`src/rtl/imem_dmem_port_arbiter_pkg.sv`:
```
// Shared definitions for the IF/MEM single-port RAM arbiter: state encoding,
// owner codes and the default starvation limit.
package imem_dmem_port_arbiter_pkg;

  typedef enum logic [1:0] {
    ST_IDLE   = 2'd0,
    ST_ACCESS = 2'd1,
    ST_RDATA  = 2'd2,
    ST_DONE   = 2'd3
  } arb_state_e;

  localparam logic OWN_IF  = 1'b0;
  localparam logic OWN_MEM = 1'b1;

  localparam int STARVE_LIMIT_DEF = 4;

endpackage

```
`src/rtl/imem_dmem_port_arbiter_pick.sv`:
```
// Combinational winner select: MEM has priority unless IF has been starved
// for STARVE_LIMIT consecutive MEM grants, or MEM is not requesting.
module port_arb_pick
  import imem_dmem_port_arbiter_pkg::*;
#(
  parameter int STARVE_LIMIT = STARVE_LIMIT_DEF
) (
  input  logic       if_req_i,
  input  logic       mem_req_i,
  input  logic [3:0] starve_cnt_i,
  output logic       grant_o,
  output logic       winner_o
);

  localparam logic [3:0] LIMIT = 4'(STARVE_LIMIT);

  logic if_forced;

  assign if_forced = if_req_i && (starve_cnt_i == LIMIT);
  assign grant_o   = if_req_i | mem_req_i;
  assign winner_o  = (mem_req_i && !if_forced) ? OWN_MEM : OWN_IF;

endmodule

```
`src/rtl/imem_dmem_port_arbiter.sv`:
```
// Shares one synchronous-read RAM between IF fetch (read-only) and MEM
// load/store. One transaction at a time through IDLE/ACCESS/RDATA/DONE.
module imem_dmem_port_arbiter
  import imem_dmem_port_arbiter_pkg::*;
#(
  parameter int STARVE_LIMIT = STARVE_LIMIT_DEF,
  parameter int ADDR_W       = 32
) (
  input  logic              clk_i,
  input  logic              resetn_i,
  input  logic              if_req_i,
  input  logic [ADDR_W-1:0] if_addr_i,
  output logic              if_over_o,
  output logic [31:0]       if_rdata_o,
  input  logic              mem_req_i,
  input  logic [3:0]        mem_wen_i,
  input  logic [ADDR_W-1:0] mem_addr_i,
  input  logic [31:0]       mem_wdata_i,
  output logic              mem_over_o,
  output logic [31:0]       mem_rdata_o,
  output logic              ram_en_o,
  output logic [3:0]        ram_wen_o,
  output logic [ADDR_W-1:0] ram_addr_o,
  output logic [31:0]       ram_wdata_o,
  input  logic [31:0]       ram_rdata_i,
  output logic              owner_o,
  output logic [1:0]        state_o,
  output logic [3:0]        starve_cnt_o
);

  localparam logic [3:0] LIMIT = 4'(STARVE_LIMIT);

  // Handshake: a requester holds req (and its addr/data) until it sees its
  // over; over then stays high until req drops. Dropping req before over
  // cancels the access with no over pulse and no rdata update.

  arb_state_e        state_q, state_d;
  logic              owner_q, owner_d;
  logic [3:0]        starve_q, starve_d;
  logic              if_over_q, if_over_d;
  logic              mem_over_q, mem_over_d;
  logic [31:0]       if_rdata_q, if_rdata_d;
  logic [31:0]       mem_rdata_q, mem_rdata_d;
  logic              ram_en_q, ram_en_d;
  logic [3:0]        ram_wen_q, ram_wen_d;
  logic [ADDR_W-1:0] ram_addr_q, ram_addr_d;
  logic [31:0]       ram_wdata_q, ram_wdata_d;

  logic grant;
  logic winner;
  logic owner_req;

  port_arb_pick #(
    .STARVE_LIMIT(STARVE_LIMIT)
  ) u_pick (
    .if_req_i    (if_req_i),
    .mem_req_i   (mem_req_i),
    .starve_cnt_i(starve_q),
    .grant_o     (grant),
    .winner_o    (winner)
  );

  assign owner_req = (owner_q == OWN_MEM) ? mem_req_i : if_req_i;

  always_comb begin
    state_d     = state_q;
    owner_d     = owner_q;
    starve_d    = starve_q;
    if_over_d   = if_over_q;
    mem_over_d  = mem_over_q;
    if_rdata_d  = if_rdata_q;
    mem_rdata_d = mem_rdata_q;
    ram_en_d    = ram_en_q;
    ram_wen_d   = ram_wen_q;
    ram_addr_d  = ram_addr_q;
    ram_wdata_d = ram_wdata_q;

    case (state_q)
      ST_IDLE: begin
        ram_en_d  = 1'b0;
        ram_wen_d = 4'd0;
        if (grant) begin
          state_d  = ST_ACCESS;
          owner_d  = winner;
          ram_en_d = 1'b1;
          if (winner == OWN_MEM) begin
            ram_wen_d   = mem_wen_i;
            ram_addr_d  = mem_addr_i;
            ram_wdata_d = mem_wdata_i;
            // Only MEM wins taken while IF waits count towards starvation.
            if (if_req_i) begin
              starve_d = (starve_q == LIMIT) ? starve_q : 4'(starve_q + 4'd1);
            end else begin
              starve_d = 4'd0;
            end
          end else begin
            ram_wen_d   = 4'd0;
            ram_addr_d  = if_addr_i;
            ram_wdata_d = 32'd0;
            starve_d    = 4'd0;
          end
        end
      end
      ST_ACCESS: begin
        ram_en_d  = 1'b0;
        ram_wen_d = 4'd0;
        if (!owner_req) begin
          state_d = ST_IDLE;
        end else if (ram_wen_q != 4'd0) begin
          state_d    = ST_DONE;
          mem_over_d = 1'b1;
        end else begin
          state_d = ST_RDATA;
        end
      end
      ST_RDATA: begin
        if (!owner_req) begin
          state_d = ST_IDLE;
        end else begin
          state_d = ST_DONE;
          if (owner_q == OWN_MEM) begin
            mem_rdata_d = ram_rdata_i;
            mem_over_d  = 1'b1;
          end else begin
            if_rdata_d = ram_rdata_i;
            if_over_d  = 1'b1;
          end
        end
      end
      ST_DONE: begin
        if (!owner_req) begin
          state_d    = ST_IDLE;
          if_over_d  = 1'b0;
          mem_over_d = 1'b0;
        end
      end
      default: state_d = ST_IDLE;
    endcase
  end

  always_ff @(posedge clk_i) begin
    if (!resetn_i) begin
      state_q     <= ST_IDLE;
      owner_q     <= OWN_IF;
      starve_q    <= 4'd0;
      if_over_q   <= 1'b0;
      mem_over_q  <= 1'b0;
      if_rdata_q  <= 32'd0;
      mem_rdata_q <= 32'd0;
      ram_en_q    <= 1'b0;
      ram_wen_q   <= 4'd0;
      ram_addr_q  <= '0;
      ram_wdata_q <= 32'd0;
    end else begin
      state_q     <= state_d;
      owner_q     <= owner_d;
      starve_q    <= starve_d;
      if_over_q   <= if_over_d;
      mem_over_q  <= mem_over_d;
      if_rdata_q  <= if_rdata_d;
      mem_rdata_q <= mem_rdata_d;
      ram_en_q    <= ram_en_d;
      ram_wen_q   <= ram_wen_d;
      ram_addr_q  <= ram_addr_d;
      ram_wdata_q <= ram_wdata_d;
    end
  end

  assign if_over_o    = if_over_q;
  assign if_rdata_o   = if_rdata_q;
  assign mem_over_o   = mem_over_q;
  assign mem_rdata_o  = mem_rdata_q;
  assign ram_en_o     = ram_en_q;
  assign ram_wen_o    = ram_wen_q;
  assign ram_addr_o   = ram_addr_q;
  assign ram_wdata_o  = ram_wdata_q;
  assign owner_o      = owner_q;
  assign state_o      = state_q;
  assign starve_cnt_o = starve_q;

endmodule

```
`config.mk`:
```
export PLATFORM = sky130hd
export DESIGN_NAME = imem_dmem_port_arbiter
export DESIGN_NICKNAME = d
export VERILOG_FILES = /design/src/rtl/imem_dmem_port_arbiter_pkg.sv /design/src/rtl/imem_dmem_port_arbiter_pick.sv /design/src/rtl/imem_dmem_port_arbiter.sv
export SDC_FILE = /design/constraint.sdc
export NUM_CORES = 1
export LEC_CHECK = 0
export ABC_AREA = 0
export BUFFER_PORTS_ARGS = -buffer_cell sky130_fd_sc_hd__buf_2
export CAP_MARGIN = 10
export CORE_UTILIZATION = 50
export CTS_CLUSTER_DIAMETER = 80
export DETAILED_ROUTE_END_ITERATION = 8
export PLACE_DENSITY = 0.85
export SYNTH_ARGS = -nofsm -noshare
export SYNTH_HDL_FRONTEND = slang
export SYNTH_HIERARCHICAL = 1
export SYNTH_SLANG_ARGS = --single-unit
export TNS_END_PERCENT = 5
```
`constraint.sdc`:
```
create_clock -name clk_i -period 2.7 [get_ports clk_i]
set_input_delay 0.27 -clock clk_i [delete_from_list [all_inputs] [get_ports clk_i]]
set_output_delay 0.27 -clock clk_i [all_outputs]
set_load 0.05 [all_outputs]
```
==> metrics.txt <==
CTS buffer count=17; row count=38; worst setup margin=between 800 and 900 ps; RePlAce Congestion=0.767; Post-CTS Setup Bufs=0; Startpoint Class=register; DRT Wirelength=14.9 mm; RSZ-0062 raised after global routing=false; Layout area overhead=34.6%; Post-Synthesis Cell Area=0.00581 sq mm; Synth Warn #=6; CTS sink cnt=around 140; worst-path maximum fanout=32; Reg-to-Reg End=if_rdata_o[24]; WL/cell=between 10 and 15 um; CP required=3020 ps; Clock Latency Late Sink=410 ps; top_reg_cell synth=dfxtp_1; count of different cell masters after synthesis=43; max cap viols=0; root buffer cell=clkbuf_16; global-route wire length before repair=22.4 mm; initial antenna violation count=0; Setup TNS=0 ps; Avg Cell Area, Syn=approximately 8.9 sq um; Fin Clk Skew=~6.9 ps; IO buf count=approximately 280; simple logic cell fraction of the synthesized area=0.191; GRT Overall Usage=0.243; Worst R2R Start=state_o[1]; core area=0.0111 sq mm; Area contributors post-synth=dfxtp_1, nand2_1, a21boi_0; flops & latches, synth=142; Initial Util=0.524; FMAX=between 0.5 and 0.6 GHz; top cell type by total area after synthesis=dfxtp_1; Tmin final=about 1900 ps; DR vias/cell=~5.1; multi-input combinational cell area=0.00271 sq mm; fraction of the mapped netlist area in compound gates=0.210; R2R cell count=4; Post-synth EDFFs=0; CTS tree=built; post-route clock period utilization=0.699; Final Max Tran Viols=0; clock slew at reported path FFs=~50 ps; flop-to-flop setup slack=810 ps; Hold Startpoint=ram_rdata_i[30]; vias=~5,300; Post-Synth Adder-Cell Area=0.00431; Synth top area share=0.490; Worst VDD drop=roughly 540 uV; Bufs on Longest Clock Path=2; Fill cells=approximately 910; Seq. cell area=0.00284 sq mm; Static Leak=roughly 3.9 nW; synthesized net count=between 700 and 800; die height=110 um; worst-margin pin slew=between 800 and 900 ps; layout cells sized above 1=0.355; worst slack, placed=about 840 ps; DP Cell Count=1,016; register area share after synthesis=0.490; GRT Residual Overflow=0; final net count=1,033; Slew HR=0.408; H-Tree Depth=4; # hold bufs at CTS=0; commonest non-fill, non-tap cell in the layout=buf_2; commonest non-fill, non-tap cells in the layout=buf_2, nand2_1, dfxtp_1; Top Ports=~280; main combinational cell family by area after synthesis=compound AO/OA/AOI/OAI gates; Post-CTS Resized=0; post-synthesis mux area share=0.0588; Hold Fails Final Rpt=0; First-pass DRT Iterations=6; CP endpoint kind=register; Finished Layout Cells=1,046; # setup viols final=0; Antenna Cells=0; Async SR Flop Fraction=0; DR iter-0 viols=385; Worst Hold End=if_rdata_o[30]; die extent in x=110 um; Post-route DRC=0; Post-Synth XOR/XNOR Area=0; Post-Syn Instances=between 600 and 700; Hold Path Class=in2reg; total power per unit cell area=727 mW/mm^2; Antenna Nets Post-Route=0; die area=between 0.01 and 0.015 sq mm; CP arrival=between 2000 and 2500 ps; post-route design area=around 0.008 sq mm; largest net degree at the start of global routing=around 110; placed cell area=around 0.0072 sq mm; Crit Path Class=reg2reg; vias in the first global route=approximately 4,800; Cells on Worst Hold Path=3; total power=~5.7 mW; status=finished clean; HPWL Detailed=10.3 mm
## through the flow
step / hold WS (ps) / utilization
floorplan: 405 / -
CTS: 85.1 / 0.706
global route: 100 / 0.706
finish: 109 / 0.706
global placement: 438 / 0.652
detailed placement: 444 / 0.652
## worst max-delay path by stage
stage	startpoint	to	slack, ps	depth (start not counted)
floorplan	starve_cnt_o[3]	ram_addr_o[24]	810	7
global placement	state_o[1]	if_rdata_o[0]	930	4
detailed placement	state_o[1]	if_rdata_o[24]	840	4
CTS	state_o[1]	if_rdata_o[24]	800	4
global route	state_o[1]	if_rdata_o[21]	630	4
finish	state_o[1]	if_rdata_o[24]	810	4
## cell usage after synthesis, types with 2 or more instances
cell      instances
nor2_1            2
ha_1              2
o21ai_0           6
o211a_1          33
nor2b_1           5
a32o_1            2
nand2_1         197
clkbuf_1         30
mux2i_1          33
a21boi_0         88
buf_2            25
dfxtp_1         142
a21oi_1           3
a21boi_1         10
nand3_1          32
a32oi_1           4
and3b_1           3
nand3b_1          3
buf_4             2
inv_1             4
## critical path: stages, from the launching register on
cell and delay (ps):
dfxtp_1 740, nor4bb_4 380, buf_4 370, nand2_1 100
a21boi_0 200
## registers in the layout, summed over array words and instances (netlist names)
signal and count:
if_rdata_o 32, if_over_o 1, state_o 2, mem_rdata_o 32, ram_wdata_o 32, ram_addr_o 32, ram_en_o 1, starve_cnt_o 4
mem_over_o 1, owner_o 1, ram_wen_o 4
## per-layer routing
metal  vias to the layer above  part of all wire  track usage  wire length [um]
met2                       202              0.50        0.430              7500
met3                        22             0.075       0.0771              1120
li1                       2695                 -            -                 -
met5                         -                 0            0                 0
met1                      2428              0.40        0.261              5950
met4                         0             0.022        0.118               324
## report_power, final
| group | leakage (nW) | total [mW] | internal (mW) | switching (mW) |
|---|---|---|---|---|
| combinational | 2.43 | 1.11 | 0.333 | 0.780 |
| sequential | 1.16 | 2.30 | 2.22 | 0.0809 |
| clock | 0.293 | 2.26 | 1.45 | 0.813 |
| total | 3.88 | 5.68 | 4.00 | 1.67 |
## final cells by class
class                           count  area share
Sequential cell                   142       0.364
Multi-Input combinational cell    445       0.347
Clock buffer                       25      0.0685
Tap cell                          140      0.0224
Clock inverter                      5     0.00672
Inverter                            4     0.00192
Timing Repair Buffer              285       0.190
## kinds of logic after synthesis
logic type                 Yosys count
AOI/OAI and AO/OA                  153
adders and majority gates            2
buffers and inverters               62
DFF                                142
muxes                               34
and+or+nand+nor                    256
Note: power is estimated with default switching activity, not from simulation.
